### config.mk
export PLATFORM = sky130hd
export DESIGN_NAME = vga_pattern_gen
export DESIGN_NICKNAME = d
export VERILOG_FILES = /design/src/rtl/vga_pkg.sv /design/src/rtl/vga_key_debounce.sv /design/src/rtl/vga_pattern_gen.sv
export SDC_FILE = /design/constraint.sdc
export NUM_CORES = 1
export LEC_CHECK = 0
export CORE_ASPECT_RATIO = 0.75
export CORE_MARGIN = 2
export CORE_UTILIZATION = 35
export CTS_CLUSTER_DIAMETER = 120
export DETAILED_ROUTE_END_ITERATION = 8
export PLACE_DENSITY_LB_ADDON = 0.12
export SETUP_SLACK_MARGIN = 0.02
export SLEW_MARGIN = 20
export SYNTH_ARGS = -nofsm -noshare
export SYNTH_HDL_FRONTEND = slang
export SYNTH_SLANG_ARGS = --single-unit
### constraint.sdc
create_clock -name clk -period 5.3 [get_ports clk]
set_input_delay 1.06 -clock clk [delete_from_list [all_inputs] [get_ports clk]]
set_output_delay 1.06 -clock clk [all_outputs]
set_load 0.05 [all_outputs]
### src/rtl/vga_pkg.sv
// vga_pkg: RGB565 colours, 640x480 timing constants and the
// pattern-mode encoding shared by the VGA pixel path.
package vga_pkg;

  localparam logic [15:0] C_RED     = 16'hF800;
  localparam logic [15:0] C_WHITE   = 16'hFFFF;
  localparam logic [15:0] C_BLACK   = 16'h0000;
  localparam logic [15:0] C_BLUE    = 16'h001F;
  localparam logic [15:0] C_YELLOW  = 16'hFFE0;
  localparam logic [15:0] C_CYAN    = 16'h07FF;
  localparam logic [15:0] C_GREEN   = 16'h07E0;
  localparam logic [15:0] C_MAGENTA = 16'hF81F;

  localparam int H_ACT  = 640;
  localparam int H_FP   = 16;
  localparam int H_SYNC = 96;
  localparam int H_BP   = 48;
  localparam int H_TOT  = 800;
  localparam int V_ACT  = 480;
  localparam int V_FP   = 10;
  localparam int V_SYNC = 2;
  localparam int V_BP   = 33;
  localparam int V_TOT  = 525;

  typedef enum logic [1:0] {
    MODE_SOLID = 2'd0,
    MODE_BARS  = 2'd1,
    MODE_CHECK = 2'd2,
    MODE_GRID  = 2'd3
  } mode_e;

  typedef struct packed {
    logic       hs;
    logic       vs;
    logic       de;
    logic       oor;
    logic       border;
    logic       chk;
    logic       grid;
    logic [2:0] bar;
    mode_e      mode;
  } s1_t;

  function automatic logic [15:0] bar_colour(
    input logic [2:0] idx
  );
    logic [15:0] c;
    c = C_BLACK;
    unique case (idx)
      3'd0: c = C_WHITE;
      3'd1: c = C_YELLOW;
      3'd2: c = C_CYAN;
      3'd3: c = C_GREEN;
      3'd4: c = C_MAGENTA;
      3'd5: c = C_RED;
      3'd6: c = C_BLUE;
      3'd7: c = C_BLACK;
    endcase
    return c;
  endfunction

endpackage

### src/rtl/vga_key_debounce.sv
// vga_key_debounce: 2-flop synchronizer plus stable-level counter,
// emitting a one-cycle pulse on each debounced press (1->0).
module vga_key_debounce #(
  parameter int CYCLES = 500000
) (
  input  logic clk,
  input  logic rst_n,
  input  logic key_n,
  output logic press
);

  localparam int CW =
    (CYCLES > 1) ? $clog2(CYCLES) : 1;
  localparam logic [CW-1:0] LAST = CW'(CYCLES - 1);

  logic          sync0;
  logic          sync1;
  logic          stable;
  logic [CW-1:0] cnt;

  always_ff @(posedge clk or negedge rst_n) begin
    if (!rst_n) begin
      sync0  <= 1'b1;
      sync1  <= 1'b1;
      stable <= 1'b1;
      cnt    <= '0;
      press  <= 1'b0;
    end else begin
      sync0 <= key_n;
      sync1 <= sync0;
      press <= 1'b0;
      if (sync1 == stable) begin
        cnt <= '0;
      end else if (cnt == LAST) begin
        stable <= sync1;
        cnt    <= '0;
        press  <= ~sync1;
      end else begin
        cnt <= cnt + CW'(1);
      end
    end
  end

endmodule

### src/rtl/vga_pattern_gen.sv
// vga_pattern_gen: two-stage RGB565 test-pattern source with
// frame-aligned mode switching. Optional border: VGA_PATTERN_BORDER_EN.
module vga_pattern_gen
  import vga_pkg::*;
#(
  parameter int H_ACTIVE        = 640,
  parameter int V_ACTIVE        = 480,
  parameter int DEBOUNCE_CYCLES = 500000
) (
  input  logic        clk,
  input  logic        rst_n,
  input  logic        hs_in,
  input  logic        vs_in,
  input  logic        de_in,
  input  logic [9:0]  x_in,
  input  logic [9:0]  y_in,
  input  logic        key_n,
  output logic        hys,
  output logic        vys,
  output logic        de_out,
  output logic [15:0] lcd_rgb,
  output logic [1:0]  mode
);

  localparam int BAR_W = H_ACTIVE / 8;

  logic        press;
  logic [1:0]  pending_mode;
  logic        vs_fall;
  logic [31:0] xw;
  logic [31:0] yw;
  logic [2:0]  bar_c;
  logic [15:0] pat;
  logic [15:0] colour;
  s1_t         s1_c;
  s1_t         s1;

  vga_key_debounce #(
    .CYCLES(DEBOUNCE_CYCLES)
  ) u_key (
    .clk  (clk),
    .rst_n(rst_n),
    .key_n(key_n),
    .press(press)
  );

  assign xw      = {22'd0, x_in};
  assign yw      = {22'd0, y_in};
  assign vs_fall = s1.vs & ~vs_in;

  // Bar index by threshold compare; no divider.
  always_comb begin
    bar_c = '0;
    for (int k = 1; k < 8; k++) begin
      if (xw >= k * BAR_W) bar_c = 3'(k);
    end
  end

  always_comb begin
    s1_c      = '0;
    s1_c.hs   = hs_in;
    s1_c.vs   = vs_in;
    s1_c.de   = de_in;
    s1_c.oor  = (xw >= H_ACTIVE) || (yw >= V_ACTIVE);
    s1_c.chk  = x_in[5] ^ y_in[5];
    s1_c.grid = (x_in[5:0] == 6'd0) ||
                (y_in[5:0] == 6'd0);
    s1_c.bar  = bar_c;
    s1_c.mode = mode_e'(mode);
`ifdef VGA_PATTERN_BORDER_EN
    s1_c.border = (xw == 0) || (xw == H_ACTIVE - 1) ||
                  (yw == 0) || (yw == V_ACTIVE - 1);
`else
    s1_c.border = 1'b0;
`endif
  end

  // A press coinciding with a boundary lands on the next frame.
  always_ff @(posedge clk or negedge rst_n) begin
    if (!rst_n) begin
      s1           <= '0;
      s1.hs        <= 1'b1;
      s1.vs        <= 1'b1;
      pending_mode <= 2'd0;
      mode         <= 2'd0;
    end else begin
      s1 <= s1_c;
      if (press) pending_mode <= pending_mode + 2'd1;
      if (vs_fall) mode <= pending_mode;
    end
  end

  always_comb begin
    pat = C_BLACK;
    unique case (s1.mode)
      MODE_SOLID: pat = C_RED;
      MODE_BARS:  pat = bar_colour(s1.bar);
      MODE_CHECK: pat = s1.chk ? C_WHITE : C_BLACK;
      MODE_GRID:  pat = s1.grid ? C_WHITE : C_BLUE;
    endcase
  end

  always_comb begin
    colour = C_BLACK;
    unique case (1'b1)
      (!s1.de || s1.oor):
        colour = C_BLACK;
      (s1.de && !s1.oor && s1.border):
        colour = C_WHITE;
      (s1.de && !s1.oor && !s1.border):
        colour = pat;
    endcase
  end

  always_ff @(posedge clk or negedge rst_n) begin
    if (!rst_n) begin
      hys     <= 1'b1;
      vys     <= 1'b1;
      de_out  <= 1'b0;
      lcd_rgb <= C_BLACK;
    end else begin
      hys     <= s1.hs;
      vys     <= s1.vs;
      de_out  <= s1.de;
      lcd_rgb <= colour;
    end
  end

endmodule

==> impl_metrics.csv, run 1 <==
group,metric,value,unit
run_status,status,"complete, no violations",
finish,nFillCells,533,
detailed_routing,dr.pass1.iters,4,
timing,skew,0.00587,ns
yosys,synth_cells,189,
flow_run,cap_viol_max_count,0,
clocking,numClockSinks,44,
grt,grt_pass1_vias,1338,
yosys,ys_warn_count,0,
power,p_total,0.620,mW
power,irDropWorstVdd,0.157,mV
finish,drive_gt1_frac,0.0885,
hold_path,hold_depth,0,
grt,grt_util_all_layers,0.128,
placed_design,dp.cells,293,
clocking,post_cts_buffers,0,
yosys,syn_area,2020,sq um
timing,maxSlewHeadroom,0.367,
clocking,h-tree-depth,2,
detailed_routing,via_per_inst,4.71,
yosys,synth_top_family_by_area,"simple AND/OR/NAND/NOR gates",
yosys,synth_edf_count,0,
clocking,ctsHoldBuffers,0,
setup_path,crit_type,"reg2out",
yosys,synth_fa_ha_area_frac,0.0111,
setup_path,reg2reg_from,"u_key.cnt[0]$_DFF_PN0_",
placed_design,dpl_worst_slack,2.87,ns
yosys,synthArstFlopShare,1.00,
finish,antenna_cells,0,
timing,worst_slack,2.65,ns
finish,fin_cells,301,
placed_design,dpl_cell_area,2460,sq um
setup_path,critPathLaunch,"hys$_DFF_PN1_",
clocking,clk_pin_slew,0.08,ns
clocking,clk_latency,0.29,ns
timing,period_needed,2.65,ns
grt,grt_pass1_wl,6590,um
finish,mostFrequentLayoutCell,"clkdlybuf4s50_1",
timing,rsz0062_at_grt,"no",
clocking,clockRootBuffer,"clkbuf_8",
timing,hold_ws,0.358,ns
grt,overflow,0,
detailed_routing,drt-wirelength-per-cell,12.2,um
setup_path,worst-r2r-setup-slack,3.20,ns
yosys,ys_seq_area_frac,0.549,
placed_design,dpl.hpwl,2660,um
timing,clock.fmax,377,MHz
yosys,synthFlopType,"dfrtp_1",
finish,fin_util,0.466,
floorplan,start_util,0.370,
power,power_leakage,1.02,nW
clocking,cts_buffers,5,
setup_path,critPathArrivalTime,1.59,ns
finish,register_area,1110,sq um
floorplan,std_cell_rows,23,
finish,areaGrowthSynthToFinish,25.9,%
timing,min_period_over_period,0.501,
setup_path,required,4.24,ns
setup_path,r2r_end,"u_key.cnt[10]$_DFF_PN0_",
detailed_routing,ant_nets,0,
yosys,avgSynthCellArea,10.7,sq um
grt,grt_max_degree,45,
detailed_routing,vias,1418,
detailed_routing,drt_iter0_markers,79,
placed_design,io_buffer_count,46,
detailed_routing,wirelength,3680,um
setup_path,start_kind,"flip-flop",
clocking,cts_tree,"yes",
setup_path,max_stage_delay,0.79,ns
setup_path,path_cells,"clkdlybuf4s50_1",
setup_path,crit_buf_inv,1,
timing,fin_tns_setup,0,ns
finish,layout_common_cells,"clkdlybuf4s50_1 (45), dfrtp_1 (37), nor2_1 (20), nand2_1 (12), xnor2_1 (12)",
hold_path,hp-class,"reg2reg",
timing,worstMarginPinSlew,0.949,ns
yosys,yosysUniqueCellTypes,40,
yosys,synthSimpleGateAreaFrac,0.202,
yosys,synth_mux_area_frac,0.0167,
detailed_routing,drc,0,
setup_path,cp_top_family,"buffers and inverters",
floorplan,io_pins,47,
floorplan,core,5470,sq um
placed_design,gp_congestion,0.793,
finish,multi_input_area,763,sq um
yosys,ys_ff_latch,44,
timing,hold_viol,0,
floorplan,die_area,6410,sq um
floorplan,die_h,69.8,um
yosys,synth_compound_area_frac,0.0693,
setup_path,crit_end,"hys",
timing,setup_viol,0,
finish,final_area,2550,sq um
setup_path,cp_num_cells,1,
grt,antenna_found_initial,0,
setup_path,cp-end-kind,"output port",
setup_path,crit_slowest_cell,"clkdlybuf4s50_1",
finish,final_net_count,252,
yosys,syn_nets,216,
clocking,ctsLongestPathBuffers,2,
power,power.density,243,nW/um^2
setup_path,r2r_cells,6,
clocking,cts_resized,0,
yosys,synth-xor-area-share,0.0779,
timing,slew_violations,0,
floorplan,fp.dieW,91.8,um
setup_path,path_max_fanout,1,
[Yosys cell counts (2+ instances only)]
cell	count	area, sq um
nand2b_1	4	25.0
or4_1	2	15.0
inv_1	7	26.3
nand3_1	4	20.0
a31oi_1	2	12.5
nor4_1	9	56.3
clkbuf_1	3	11.3
o21ai_0	8	40.0
nor3b_1	2	15.0
nor3_1	2	10.0
dfrtp_1	37	926
xnor2_1	12	105
mux2_2	3	33.8
a21oi_1	5	25.0
or3_1	2	12.5
nand4_1	6	37.5
nor2_1	20	75.1
nand2_1	12	45.0
dfstp_2	7	184
xor2_1	6	52.6
or2_1	2	12.5
buf_4	15	113
o31ai_1	2	15.0
[logic make-up (layout without fill, tap and decap cells)]
| logic type | count (synthesis) | after routing |
|---|---|---|
| AND/OR/NAND/NOR | 74 | 74 |
| flip-flops | 44 | 44 |
| buffers and inverters | 25 | 62 |
| AO/OA/AOI/OAI | 23 | 23 |
| XOR/XNOR | 18 | 18 |
| multiplexers | 3 | 3 |
| adder cells (fa/ha/maj) | 2 | 2 |
[metal layers]
layer  wire length [um]  vias up  global-route usage
met1               2050      669               0.210
met5                  0        -                   0
met4                 17        0              0.0299
met2               1440       29               0.159
met3                167        2              0.0402
li1                   -      718                   -
[area by class of cell]
| class | count | share of cell area |
|---|---|---|
| clock buffers | 8 | 0.0354 |
| multi-input cells | 120 | 0.300 |
| flip-flops and latches | 44 | 0.436 |
| repair buffers | 47 | 0.182 |
| inverters | 7 | 0.0103 |
| well taps | 75 | 0.0369 |
[worst reg2reg max path, stage by stage, from the launching register on]
cell and delay, ns:
dfrtp_1 0.39, ha_1 0.24, and4_1 0.32, nand3_1 0.15
o21ai_1 0.55, buf_4 0.29, nor2_1 0.07
[registers in the layout (all words and copies together) (netlist names)]
signal,flops
s1,11
lcd_rgb,3
hys,1
pending_mode,2
u_key.stable,1
mode,2
u_key.cnt,19
u_key.press,1
u_key.sync1,1
u_key.sync0,1
vys,1
de_out,1
[report_power, final]
| part | leakage, nW | switching (mW) | total, mW | internal [mW] |
|---|---|---|---|---|
| combinational | 0.409 | 0.0324 | 0.0602 | 0.0279 |
| sequential | 0.567 | 0.00449 | 0.350 | 0.346 |
| clock | 0.0455 | 0.103 | 0.209 | 0.106 |
[worst min-delay path by stage]
stage | start | endpoint | slack [ns]
finish | u_key.sync0$_DFF_PN1_ | u_key.sync1$_DFF_PN1_ | 0.36
global route | u_key.sync0$_DFF_PN1_ | u_key.sync1$_DFF_PN1_ | 0.36
CTS | u_key.sync0$_DFF_PN1_ | u_key.sync1$_DFF_PN1_ | 0.36
detailed placement | u_key.sync0$_DFF_PN1_ | u_key.sync1$_DFF_PN1_ | 0.35
global placement | u_key.sync0$_DFF_PN1_ | u_key.sync1$_DFF_PN1_ | 0.35
floorplan | s1[11]$_DFF_PN1_ | hys$_DFF_PN1_ | 0.35
No activity file was read; power rests on OpenSTA's default activity.
==> run 2, diff against run 1 <==
==> constraint.sdc (replaced) <==
create_clock -name clk -period 2.6 [get_ports clk]
set_input_delay 0.52 -clock clk [delete_from_list [all_inputs] [get_ports clk]]
set_output_delay 0.52 -clock clk [all_outputs]
set_load 0.05 [all_outputs]
==> run 2 against run 1 <==
Clock-buffer cell count unchanged. First-iteration DRC count down 38%. Non-clock buffer count up 2. Register-to-register slack worse by 2.4 ns. Via count up 0.42%. Critical path depth unchanged. Clock power up 100%. Wire length up 2.7%. Cell count up 0.66%.
==> impl_metrics.csv, run 2 (same netlist as run 1, synthesis figures left out) <==
group,metric,value,unit
timing,min_period_over_period,0.815,
detailed_routing,drt-wirelength-per-cell,12.5,um
setup_path,required,2.08,ns
clocking,ctsLongestPathBuffers,2,
floorplan,start_util,0.370,
clocking,cts_resized,0,
setup_path,crit_buf_inv,1,
placed_design,io_buffer_count,46,
run_status,status,"complete, no violations",
clocking,cts_tree,"yes",
setup_path,path_cells,"clkdlybuf4s50_1",
flow_run,cap_viol_max_count,0,
floorplan,std_cell_rows,23,
finish,layout_common_cells,"clkdlybuf4s50_1 (45), dfrtp_1 (37), nor2_1 (20), nand2_1 (12), xnor2_1 (12)",
clocking,clk_pin_slew,0.08,ns
finish,mostFrequentLayoutCell,"clkdlybuf4s50_1",
detailed_routing,drc,0,
power,clockPowerShare,0.337,
grt,grt_max_degree,23,
placed_design,dpl_worst_slack,0.719,ns
finish,nFillCells,543,
grt,grt_pass1_vias,1401,
clocking,h-tree-depth,2,
grt,grt_pass1_wl,6760,um
power,power.density,495,nW/um^2
setup_path,r2r_cells,4,
finish,register_area,1110,sq um
finish,antenna_cells,0,
floorplan,core,5470,sq um
timing,worstMarginPinSlew,0.503,ns
detailed_routing,vias,1424,
timing,slew_violations,0,
power,p_int,0.981,mW
timing,skew,0.00762,ns
grt,antenna_found_initial,0,
finish,areaGrowthSynthToFinish,26.6,%
timing,maxSlewHeadroom,0.664,
power,combPwrFrac,0.099,
finish,final_net_count,254,
timing,fin_tns_setup,0,ns
timing,hold_viol,0,
hold_path,hp-class,"in2async",
setup_path,cp_top_family,"buffers and inverters",
setup_path,cp-end-kind,"output port",
clocking,clockRootBuffer,"clkbuf_8",
finish,multi_input_area,763,sq um
power,swShare,0.226,
detailed_routing,dr.pass1.iters,4,
floorplan,die_h,69.8,um
setup_path,crit_type,"reg2out",
clocking,clk_latency,0.29,ns
clocking,post_cts_buffers,0,
clocking,numClockSinks,44,
setup_path,cp_num_cells,1,
timing,worst_slack,0.480,ns
power,p_total,1.27,mW
clocking,cts_buffers,5,
finish,regMostFlops,"u_key.cnt",
timing,setup_viol,0,
detailed_routing,drt_iter0_markers,49,
setup_path,critPathArrivalTime,1.60,ns
grt,overflow,0,
finish,largestRegisters,"u_key.cnt (19), s1 (11), lcd_rgb (3)",
timing,clock.fmax,472,MHz
power,power_frac_seq,0.563,
detailed_routing,wirelength,3780,um
finish,drive_gt1_frac,0.0965,
power,irDropWorstVdd,0.268,mV
setup_path,max_stage_delay,0.79,ns
clocking,ctsHoldBuffers,0,
finish,largest_register_ffs,19,
setup_path,crit_slowest_cell,"clkdlybuf4s50_1",
floorplan,die_area,6410,sq um
timing,period_needed,2.12,ns
placed_design,dpl.hpwl,2850,um
detailed_routing,via_per_inst,4.70,
timing,rsz0062_at_grt,"no",
detailed_routing,ant_nets,0,
power,p_sw,0.287,mW
setup_path,reg2reg_from,"u_key.cnt[10]$_DFF_PN0_",
floorplan,io_pins,47,
placed_design,dp.cells,295,
setup_path,critPathLaunch,"hys$_DFF_PN1_",
power,power_leakage,1.03,nW
finish,fin_cells,303,
floorplan,fp.dieW,91.8,um
setup_path,start_kind,"flip-flop",
grt,grt_util_all_layers,0.133,
placed_design,gp_congestion,0.776,
setup_path,path_max_fanout,1,
==> run 2: per-layer routing <==
layer | global-route usage | part of all wire
met5 | 0 | 0
met3 | 0.0370 | 0.042
met4 | 0.0498 | 0.015
met2 | 0.169 | 0.38
met1 | 0.210 | 0.57
==> run 2: path summary, 6_finish.rpt <==
kind / to / slack (ns)
worst max-delay path: hys / 0.48
worst min-delay path: u_key.press$_DFF_PN0_ / 0.07
worst max register to register: u_key.cnt[17]$_DFF_PN0_ / 0.81
worst min register to register: u_key.sync1$_DFF_PN1_ / 0.36
max in group asynchronous: hys$_DFF_PN1_ / 1.95
min in group clk: u_key.sync1$_DFF_PN1_ / 0.36
==> run 2: power groups by stage <==
stage	sequential (mW)	combinational, mW	clock [mW]
floorplan	0.737	0.0437	0
global placement	0.727	0.128	0
detailed placement	0.728	0.128	0
CTS	0.714	0.129	0.449
global route	0.717	0.138	0.484
finish	0.714	0.126	0.427
==> run 2: per-stage QoR <==
step | area, sq um | util | hold slack, ns
floorplan | 2020 | - | 0.224
global placement | 2470 | 0.452 | 0.346
detailed placement | 2470 | 0.452 | 0.349
CTS | 2560 | 0.468 | 0.0640
global route | 2560 | 0.468 | 0.0702
finish | 2560 | 0.468 | 0.0672
==> run 2: final cells by class <==
| cell class | count | area share |
|---|---|---|
| inverter | 7 | 0.0103 |
| sequential | 44 | 0.433 |
| timing repair buffer | 49 | 0.187 |
| clock buffer | 8 | 0.0352 |
| tap | 75 | 0.0366 |
| multi-input combinational | 120 | 0.298 |
==> run 3, diff against run 2 <==
==> constraint.sdc (replaced) <==
create_clock -name clk -period 2 [get_ports clk]
set_input_delay 0.4 -clock clk [delete_from_list [all_inputs] [get_ports clk]]
set_output_delay 0.4 -clock clk [all_outputs]
set_load 0.05 [all_outputs]
==> run 3 against run 2 <==
Critical path depth is the same. Total power rose by 38%. Setup slack worse by 0.41 ns. Critical path type unchanged. Clock skew is essentially flat. Sequential power grew 30%. Via count did not move. Sequential share of layout area is 0.48 points lower. Register-to-register slack worse by 0.59 ns. Largest cell class unchanged. Hold slack better by 0.095 ns.
==> impl_metrics.csv, run 3 (same netlist as run 1, synthesis figures left out) <==
group,metric,value,unit
setup_path,crit_buf_inv,1,
clocking,clockRootBuffer,"clkbuf_8",
setup_path,max_stage_delay,0.82,ns
clocking,ctsHoldBuffers,0,
finish,final_area,2590,sq um
floorplan,fp.dieW,91.8,um
placed_design,dpl.hpwl,2750,um
run_status,status,"complete, no violations",
detailed_routing,drc,0,
finish,layout_common_cells,"dfrtp_1 (37), clkdlybuf4s50_1 (36), nor2_1 (20), nand2_1 (12), xnor2_1 (12)",
setup_path,required,1.60,ns
clocking,cts_tree,"yes",
finish,final_net_count,254,
finish,nFillCells,513,
placed_design,dpl_cell_area,2470,sq um
finish,multi_input_area,763,sq um
setup_path,cp-end-kind,"output port",
timing,setup_viol,0,
grt,antenna_found_initial,0,
floorplan,std_cell_rows,23,
floorplan,core,5470,sq um
floorplan,start_util,0.370,
finish,register_area,1110,sq um
timing,worstMarginPinSlew,0.529,ns
grt,grt_max_degree,45,
finish,areaGrowthSynthToFinish,28.0,%
floorplan,die_area,6410,sq um
finish,mostFrequentLayoutCell,"dfrtp_1",
detailed_routing,ant_nets,0,
hold_path,hp-class,"in2async",
timing,worst_slack,0.0661,ns
detailed_routing,drt_iter0_markers,56,
floorplan,io_pins,47,
setup_path,crit_type,"reg2out",
timing,clock.fmax,517,MHz
detailed_routing,drt-wirelength-per-cell,12.3,um
finish,regMostFlops,"u_key.cnt",
setup_path,cp_top_family,"buffers and inverters",
clocking,cts_buffers,5,
setup_path,critPathArrivalTime,1.53,ns
grt,grt_util_all_layers,0.126,
power,irDropWorstVdd,0.290,mV
placed_design,gp_congestion,0.777,
setup_path,start_kind,"flip-flop",
finish,fin_util,0.474,
timing,period_needed,1.93,ns
timing,rsz0062_at_grt,"no",
setup_path,crit_slowest_cell,"clkdlybuf4s50_1",
timing,maxSlewHeadroom,0.648,
timing,min_period_over_period,0.967,
detailed_routing,wirelength,3740,um
clocking,clk_latency,0.29,ns
timing,fin_tns_setup,0,ns
timing,slew_violations,0,
placed_design,io_buffer_count,46,
flow_run,cap_viol_max_count,0,
clocking,clk_pin_slew,0.08,ns
finish,largest_register_ffs,19,
grt,overflow,0,
finish,antenna_cells,0,
clocking,cts_resized,0,
detailed_routing,dr.pass1.iters,4,
clocking,ctsLongestPathBuffers,2,
detailed_routing,via_per_inst,4.70,
detailed_routing,vias,1424,
placed_design,dpl_worst_slack,0.201,ns
grt,grt_pass1_vias,1352,
power,power_leakage,1.16,nW
timing,skew,0.00740,ns
setup_path,path_cells,"clkdlybuf4s50_1",
grt,grt_pass1_wl,6460,um
setup_path,path_max_fanout,5,
clocking,post_cts_buffers,0,
finish,drive_gt1_frac,0.105,
timing,hold_viol,0,
finish,largestRegisters,"u_key.cnt (19), s1 (11), lcd_rgb (3)",
power,power.density,673,nW/um^2
floorplan,die_h,69.8,um
clocking,h-tree-depth,2,
clocking,numClockSinks,44,
run 3: changes by cell type in the layout (fill, tap and decap cells not counted), sizes merged:
cell,before,now
clkbuf,8,7
buf,4,6
dlymetal6s2s,0,7
clkdlybuf4s50,45,36
bufinv,0,1
run 3: area by class of cell:
class,count,share of cell area
clock buffers,7,0.0295
clock inverters,1,0.0116
inverters,7,0.0101
multi-input cells,120,0.295
flip-flops and latches,44,0.429
well taps,75,0.0362
repair buffers,49,0.189
run 3: final timing paths:
check | from | end | slack (ns) | cells past startpoint
setup / recovery | lcd_rgb[4]$_DFF_PN0_ | lcd_rgb[1] | 0.07 | 1
hold / removal | rst_n | mode[1]$_DFFE_PN0P_ | 0.16 | 2
setup reg to reg | u_key.cnt[0]$_DFF_PN0_ | u_key.cnt[18]$_DFF_PN0_ | 0.22 | 5
hold reg to reg | u_key.sync0$_DFF_PN1_ | u_key.sync1$_DFF_PN1_ | 0.36 | 0
max in group asynchronous | rst_n | hys$_DFF_PN1_ | 1.46 | 2
min in group clk | u_key.sync0$_DFF_PN1_ | u_key.sync1$_DFF_PN1_ | 0.36 | 0
run 3: worst reg2reg max path, delay by kind of cell, from the launching register on:
kind	cells	cell delay, ns
simple gates	3	0.92
compound gates	1	0.16
fa+ha+maj	1	0.23
flops	1	0.39
run 3: routing by layer:
layer	GRT usage	part of all wire	wire, um	up-vias
met5	0	0	0	-
met4	0.0448	0.014	51	0
met3	0.0370	0.050	187	7
met2	0.159	0.39	1470	29
met1	0.199	0.54	2030	666
li1	-	-	-	722
run 3: through the flow:
step	std cells	power, mW	hold slack (ns)
3_3_place_gp	295	1.11	0.346
2_1_floorplan	189	1.02	0.104
4_1_cts	303	1.77	0.185
3_5_place_dp	295	1.11	0.351
6_report	303	1.74	0.162
5_1_grt	303	1.82	0.224
run 3: power by group:
part	switching (mW)	total [mW]	internal, mW
clock	0.281	0.654	0.374
sequential	0.0126	0.929	0.916
combinational	0.0857	0.160	0.0744
